<file path="src/rtl/fall_pkg.sv">
// Shared types and defaults for the fall-detection decision stage.
package fall_pkg;

  typedef enum logic [2:0] {
    MONITOR  = 3'd0,
    FREEFALL = 3'd1,
    IMPACT   = 3'd2,
    ALARM    = 3'd3
  } state_t;

  localparam logic [15:0] DEF_FREEFALL_MEAN_LO = 16'd400;
  localparam logic [15:0] DEF_IMPACT_STD_TH    = 16'd1500;
  localparam logic [15:0] DEF_STILL_STD_TH     = 16'd100;
  localparam int unsigned DEF_IMPACT_WINDOWS   = 2;
  localparam int unsigned DEF_CONFIRM_WINDOWS  = 3;
  localparam int unsigned DEF_TIMEOUT_WINDOWS  = 8;

  localparam int CNT_W   = 4;
  localparam int CNT_MAX = (1 << CNT_W) - 1;
  localparam int EV_W    = 8;

endpackage

</file>
<file path="src/rtl/sat_counter.sv">
// Saturating up-counter with synchronous clear (clear wins over increment).
module sat_counter #(
  parameter int W = 4
) (
  input  logic         clk,
  input  logic         reset,
  input  logic         clr,
  input  logic         inc,
  output logic [W-1:0] q
);

  always_ff @(posedge clk or posedge reset) begin
    if (reset)                 q <= '0;
    else if (clr)              q <= '0;
    else if (inc && q != '1)   q <= q + W'(1);
  end

endmodule

</file>
<file path="src/rtl/fall_classifier.sv">
// Window-driven free-fall -> impact -> stillness recogniser with latched alarm.
module fall_classifier
  import fall_pkg::*;
#(
  parameter logic [15:0] FREEFALL_MEAN_LO = DEF_FREEFALL_MEAN_LO,
  parameter logic [15:0] IMPACT_STD_TH    = DEF_IMPACT_STD_TH,
  parameter logic [15:0] STILL_STD_TH     = DEF_STILL_STD_TH,
  parameter int unsigned IMPACT_WINDOWS   = DEF_IMPACT_WINDOWS,
  parameter int unsigned CONFIRM_WINDOWS  = DEF_CONFIRM_WINDOWS,
  parameter int unsigned TIMEOUT_WINDOWS  = DEF_TIMEOUT_WINDOWS
) (
  input  logic        clk,
  input  logic        reset,
  input  logic        feature_valid,
  input  logic [15:0] feature_mean,
  input  logic [15:0] feature_std,
  input  logic        alarm_ack,
  output logic        fall_detected,
  output logic        fall_alarm,
  output logic [2:0]  state_dbg,
  output logic [7:0]  event_count
);

  if (IMPACT_WINDOWS < 1 || IMPACT_WINDOWS > CNT_MAX) begin : g_bad_iw
    $error("IMPACT_WINDOWS must be in 1..15");
  end
  if (CONFIRM_WINDOWS < 1 || CONFIRM_WINDOWS > CNT_MAX) begin : g_bad_cw
    $error("CONFIRM_WINDOWS must be in 1..15");
  end
  if (TIMEOUT_WINDOWS < 1 || TIMEOUT_WINDOWS > CNT_MAX) begin : g_bad_tw
    $error("TIMEOUT_WINDOWS must be in 1..15");
  end

  state_t           state, state_next;
  logic             ff, imp, still;
  logic             win_clr, win_inc, still_clr, still_inc;
  logic [CNT_W-1:0] win_cnt, still_cnt;
  logic             confirm, ff_expire, timeout;
  logic             detect_d, alarm_d;

  assign ff    = feature_mean < FREEFALL_MEAN_LO;
  assign imp   = feature_std >= IMPACT_STD_TH;
  assign still = feature_std < STILL_STD_TH;

  // Counters increment by one, so "new value == N" is "current value == N-1".
  assign confirm   = feature_valid && state == IMPACT && still &&
                     still_cnt == CNT_W'(CONFIRM_WINDOWS - 1);
  assign timeout   = feature_valid && state == IMPACT &&
                     win_cnt == CNT_W'(TIMEOUT_WINDOWS - 1);
  assign ff_expire = feature_valid && state == FREEFALL && !imp &&
                     win_cnt == CNT_W'(IMPACT_WINDOWS - 1);

  always_comb begin
    win_clr   = 1'b0;
    win_inc   = 1'b0;
    still_clr = 1'b0;
    still_inc = 1'b0;
    unique case (state)
      MONITOR: if (feature_valid && ff) begin
        win_clr   = 1'b1;
        still_clr = 1'b1;
      end
      FREEFALL: if (feature_valid) begin
        if (imp) begin
          win_clr   = 1'b1;
          still_clr = 1'b1;
        end else begin
          win_inc = 1'b1;
        end
      end
      IMPACT: if (feature_valid) begin
        win_inc   = 1'b1;
        still_inc = still;
        still_clr = !still;
      end
      ALARM: if (alarm_ack) begin
        win_clr   = 1'b1;
        still_clr = 1'b1;
      end
      default: ;
    endcase
  end

  always_ff @(posedge clk or posedge reset) begin
    if (reset) state <= MONITOR;
    else       state <= state_next;
  end

  always_comb begin
    state_next = state;
    unique case (state)
      MONITOR: if (feature_valid && ff) state_next = imp ? IMPACT : FREEFALL;
      FREEFALL: begin
        if (feature_valid && imp) state_next = IMPACT;
        else if (ff_expire)       state_next = MONITOR;
      end
      IMPACT: begin
        if (confirm)      state_next = ALARM;
        else if (timeout) state_next = MONITOR;
      end
      ALARM: if (alarm_ack) state_next = MONITOR;
      default: state_next = MONITOR;
    endcase
  end

  always_comb begin
    detect_d = confirm;
    alarm_d  = state_next == ALARM;
  end

  always_ff @(posedge clk or posedge reset) begin
    if (reset) begin
      fall_detected <= 1'b0;
      fall_alarm    <= 1'b0;
    end else begin
      fall_detected <= detect_d;
      fall_alarm    <= alarm_d;
    end
  end

  assign state_dbg = state;

  sat_counter #(.W(CNT_W)) u_win_cnt (
    .clk(clk), .reset(reset), .clr(win_clr), .inc(win_inc), .q(win_cnt)
  );

  sat_counter #(.W(CNT_W)) u_still_cnt (
    .clk(clk), .reset(reset), .clr(still_clr), .inc(still_inc), .q(still_cnt)
  );

  sat_counter #(.W(EV_W)) u_event_cnt (
    .clk(clk), .reset(reset), .clr(1'b0), .inc(confirm), .q(event_count)
  );

endmodule
</file>
<file path="config.mk">
export PLATFORM = sky130hd
export DESIGN_NAME = fall_classifier
export DESIGN_NICKNAME = d
export VERILOG_FILES = /design/src/rtl/fall_pkg.sv /design/src/rtl/sat_counter.sv /design/src/rtl/fall_classifier.sv
export SDC_FILE = /design/constraint.sdc
export NUM_CORES = 1
export LEC_CHECK = 0
export CAP_MARGIN = 30
export CORE_UTILIZATION = 33
export DETAILED_ROUTE_END_ITERATION = 7
export GPL_ROUTABILITY_DRIVEN = 0
export GPL_TIMING_DRIVEN = 0
export HOLD_SLACK_MARGIN = 0.03
export SLEW_MARGIN = 0
export SYNTH_ARGS = -nofsm -noshare
export SYNTH_HDL_FRONTEND = slang
export SYNTH_HIERARCHICAL = 1
export SYNTH_SLANG_ARGS = --single-unit
</file>
<file path="constraint.sdc">
create_clock -name clk -period 3.38 [get_ports clk]
set_input_delay 0.507 -clock clk [delete_from_list [all_inputs] [get_ports clk]]
set_output_delay 0.507 -clock clk [all_outputs]
set_load 0.05 [all_outputs]
</file>
; ---- Yosys cells after proc, flatten, opt, wreduce, memory -nomap -nowiden
; Index checks and enable logic that the tools add are counted.
[totals]
ff_bits = 21
word_cells = 64
out_inout_bits = 13
input_bits = 36
[classes]
muxes = 25
reduce_logical = 17
magnitude_cmp = 3
n_addsub = 3
eq_ne = 10
[op_table]
columns = cell, n
row1 = $mux 3, 6
row2 = $ge 16x11->1 const B, 1
row3 = $lt 16x7->1 const B, 1
row4 = $lt 16x9->1 const B, 1
row5 = $mux 4, 4
row6 = $logic_and 1x1->1, 12
row7 = $pmux 3 s4, 1
row8 = $mux 1, 10
row9 = $eq 3x2->1 const B, 3
row10 = $add 4x1->4 const B, 2
row11 = $add 8x1->8 const B, 1
row12 = $ne 4x4->1 const B, 2
row13 = $ne 8x8->1 const B, 1
row14 = $eq 4x1->1 const B, 1
row15 = $eq 4x2->1 const B, 1
row16 = $eq 4x3->1 const B, 1
row17 = $pmux 1 s4, 1
row18 = $reduce_bool 2->1, 2
row19 = $eq 3x1->1 const B, 1
row20 = $logic_not 3->1, 1
row21 = $pmux 1 s3, 1
row22 = $logic_not 1->1, 2
row23 = $mux 2, 1
row24 = $pmux 1 s2, 1

; ---- Logic depth before layout (Yosys ltp)
[depth]
word_depth = 8
mapped_depth = 7
ltp_nobuf = 7

; ---- Modules after synthesis
; Netlist, hierarchy kept.
[by_module_without_submodules]
columns = module, instances, seq_area_each_um2, cells_each, area_each_um2
row1 = sat_counter at u_event_cnt, 1, 200.2, 49, 504.2
row2 = sat_counter at u_still_cnt ..., 2, 100.1, 21, 230.2
row3 = fall_classifier, 1, 125.1, 48, 451.7

; ---- Worst setup path before layout
; OpenSTA, ideal clock, no wires.
[synth_path]
path_kind = register to register
start = register state[1], in the netlist state_dbg[1]
end = register u_event_cnt.q[5]
arrival_time_ns = 2.470
period_less_slack_ns = 2.595
stages_incl_launch_ff = 6
path_buffers = 0
required_time_ns = 3.255
slack_ns = 0.785
setup_time_ns = 0.125
path_cell_list = dfrtp_1 or4bb_1 nor3_1 nand4_1 a211oi_2 mux2_4
[synth_via]
elab_chain_cells = 5
[synth_lines]
columns = element, line_no
row1 = from (decl), fall_classifier.sv:34  ; state_t state, state_next;
row2 = from (signal assigned), fall_classifier.sv:86  ; else state <= state_next;
row3 = $eq 3x2->1, fall_classifier.sv:46  ; assign confirm = feature_valid && state == IMPACT && still &&
row4 = $logic_and 1x1->1 (3 in series), fall_classifier.sv:46
row5 = net confirm, fall_classifier.sv:38  ; logic confirm, ff_expire, timeout;
row6 = $logic_and 1x1->1, sat_counter.sv:15  ; else if (inc && q != '1) q <= q + W'(1);
row7 = to (signal assigned), sat_counter.sv:15
row8 = to (decl), sat_counter.sv:9  ; output logic [W-1:0] q
; The timed path passes the listed nets, and every way through them passes these cells.
; A chain may end at the register's enable or synchronous reset.

; ---- Worst setup path in the final report
[layout_path]
start = input port feature_std[10]
end = register u_event_cnt.q[5]
[layout_via]
elab_chain_cells = 4
[layout_lines]
columns = element, line_no
row1 = from (decl), fall_classifier.sv:16  ; input logic [15:0] feature_std,
row2 = $lt 16x7->1, fall_classifier.sv:43  ; assign still = feature_std < STILL_STD_TH;
row3 = $logic_and 1x1->1 (2 in series), fall_classifier.sv:46
row4 = net confirm, fall_classifier.sv:38
row5 = $logic_and 1x1->1, sat_counter.sv:15
; The timed path passes the listed nets, and every way through them passes these cells.

==> impl_metrics.py <==
metrics = {
    "global_route": {
        "grt_pass1_vias": 1220,
        "top_usage_layer": "met2",
        "grtUsageMet1_pct": 20.1,
        "grt_start_max_net_pins": 12,
        "grt_pass1_wl_mm": 5.73,
        "grtUsageMet2_pct": 30.0,
        "antenna_found_initial": 0,
        "use_met3_pct": 4.39,
        "gr-usage-all-layers_pct": 16.8,
        "overflow": 0,
    },
    "clocking": {
        "clock-sinks": 21,
        "htree_levels": 1,
        "clk_path_buf_depth": 2,
        "cts_tree": "yes",
        "clkTransAtPathRegs_ns": 0.07,
        "cts_buffers": 3,
        "cts_setup_buffers": 0,
        "insertion_delay_ns": 0.25,
        "ctsHoldBuffers": 0,
        "cts_resized": 0,
        "root_buffer": "clkbuf_8",
    },
    "logic_synthesis": {
        "ys.flop_type": "dfrtp_1",
        "yosysMostFrequentCell": "dfrtp_1",
        "yosysTopAreaCell": "dfrtp_1",
        "avgSynthCellArea_sq_um": 10.2,
        "async_flop_share_pct": 100,
        "ys_ff_latch": 21,
        "yosys_warnings": 6,
        "ys_seq_area_share_pct": 37.1,
        "synth_top_cell_area_share_pct": 37.1,
        "synth_cells": 139,
        "synth.area.top_cells": "dfrtp_1 37%, mux2_4 6.4%, a31oi_4 3.0%, inv_1 2.9%, ha_1 2.7%",
        "synthTopCellsByCount": "21 x dfrtp_1, 11 x inv_1, 9 x nor2_1",
        "synth_edf_count": 0,
        "syn_area_sq_um": 1420,
        "ys_types": 46,
    },
    "cells_and_area": {
        "diodes": 0,
        "multi_input_area_sq_um": 838,
        "final_util_pct": 48.0,
        "num-fill-cells": 373,
        "final_area_sq_um": 1950,
        "ff_latch_area_sq_um": 526,
        "syn2layout_area_growth_pct": 37.5,
        "nets": 226,
        "drive_gt1_share_pct": 12.4,
    },
    "floorplan": {
        "fp.dieW_microns": 67.5,
        "die_y_microns": 67.5,
        "core-area_sq_um": 4060,
        "initial_utilization_pct": 34.9,
        "num_rows": 23,
        "design.die.area_sq_um": 4560,
        "pin_count": 49,
    },
    "critical_path": {
        "worstReg2RegEnd": "u_event_cnt/q[5]",
        "worstReg2RegStart": "u_still_cnt/q[0]",
        "worstSetupPathType": "in2reg",
        "endpoint_kind": "register",
        "reg2reg_depth": 5,
        "start_kind": "input pin",
        "crit_required_ns": 3.52,
        "rrSetupSlack_ns": 0.60,
        "arrival_ns": 3.24,
        "critPathLaunch": "feature_std[10]",
        "path_max_fanout": 6,
    },
    "drt": {
        "finalWirelength_mm": 3.40,
        "vias": 1233,
        "antenna_left": 0,
        "drc": 0,
        "wl_per_cell_microns": 14.4,
        "dr.pass1.iters": 4,
        "viasPerCell": 5.22,
        "drtIter0Drc": 42,
    },
    "sta": {
        "finalSetupViolCount": 0,
        "finalCriticalPeriod_ns": 3.09,
        "rsz0062_at_grt": "false",
        "worst_pin_slew_ns": 0.693,
        "fin_hold_ws_ns": 0.566,
        "slew_headroom_pct": 53.5,
        "slew_viol_final": 0,
        "post-route-period-util_pct": 91.5,
        "tns_ns": 0,
        "finalClockSkew_ns": 0.00399,
        "max_freq_ghz": 0.323,
        "hold_viol": 0,
    },
    "pwr": {
        "p_leak_uw": 0.000796,
        "vdd_drop_max_mv": 0.291,
        "power_density_nw_per_um2": 249,
    },
    "run_status": {
        "status": "completed",
    },
    "min_path": {
        "hp-class": "in2async",
    },
    "place": {
        "dp_hpwl_mm": 2.74,
        "portBuffers": 42,
        "place_area_sq_um": 1900,
    },
    "job": {
        "maxCapViolCount": 0,
    },
}
worst max-delay path, stage by stage:
cell and delay, ns:
clkdlybuf4s50_1 0.45, or4_4 0.58, nor3_1 0.14, nand2_1 0.09
nor3_1 0.55, nand4_1 0.30, a211oi_2 0.30, mux2_4 0.31
registers in the layout (all words and copies together), names as in the netlist:
register and cells:
state_dbg 3, u_win_cnt/q 4, fall_detected 1, u_event_cnt/q 8, fall_alarm 1, u_still_cnt/q 4
routing by layer:
layer	routed length, microns	part of all wire, %	vias up
met5	0	0	-
met4	29	0.85	0
met3	84	2.5	4
met2	1770	52	16
met1	1520	45	603
li1	-	-	610
layout make-up:
type                    instances  area share (%)
multi-input cells             106            43.0
flip-flops and latches         21            27.0
repair buffers                 42            21.6
well taps                      50            3.21
clock buffers                   4            2.31
inverters                      11            2.12
plain buffers                   2           0.771
power breakdown:
group,internal [uW],switching (uW)
combinational,39.7,26.9
clock,83.7,76.2
sequential,255,4.75
total,378,108
cells by family after synthesis:
kind of cell | share of synthesized area (%)
fa+ha+maj | 2.65
mux | 8.48
simple gates | 30.0
flops | 37.1
buf+inv | 3.97
compound gates | 17.5
other cells | 0.265
worst max-delay path by stage:
stage	endpoint	slack, ns	depth (start not counted)
after floorplan	u_event_cnt/q[5]	0.78	5
after global placement	u_event_cnt/q[5]	0.05	8
after detailed placement	u_event_cnt/q[5]	0.03	8
after CTS	u_event_cnt/q[5]	0.30	8
after global routing	u_event_cnt/q[5]	0.14	8
final	u_event_cnt/q[5]	0.29	8
cells in the final DEF, fill, tap and decap left out, drive strengths merged, types with 5 or more instances in the layout:
master	instances
nor3	7
nand2	7
mux2	6
nor2	9
dfrtp	21
nor2b	6
a21oi	9
nand2b	5
clkbuf	5
clkdlybuf4s50	42
inv	11
metrics by stage:
stage,total power (uW),setup WS [ns],std cells
2_1_floorplan,286,0.785,140
3_3_place_gp,328,0.0482,232
3_5_place_dp,331,0.0292,232
4_1_cts,493,0.301,236
5_1_grt,512,0.138,236
6_report,486,0.288,236
(Power assumes the default switching activity.)
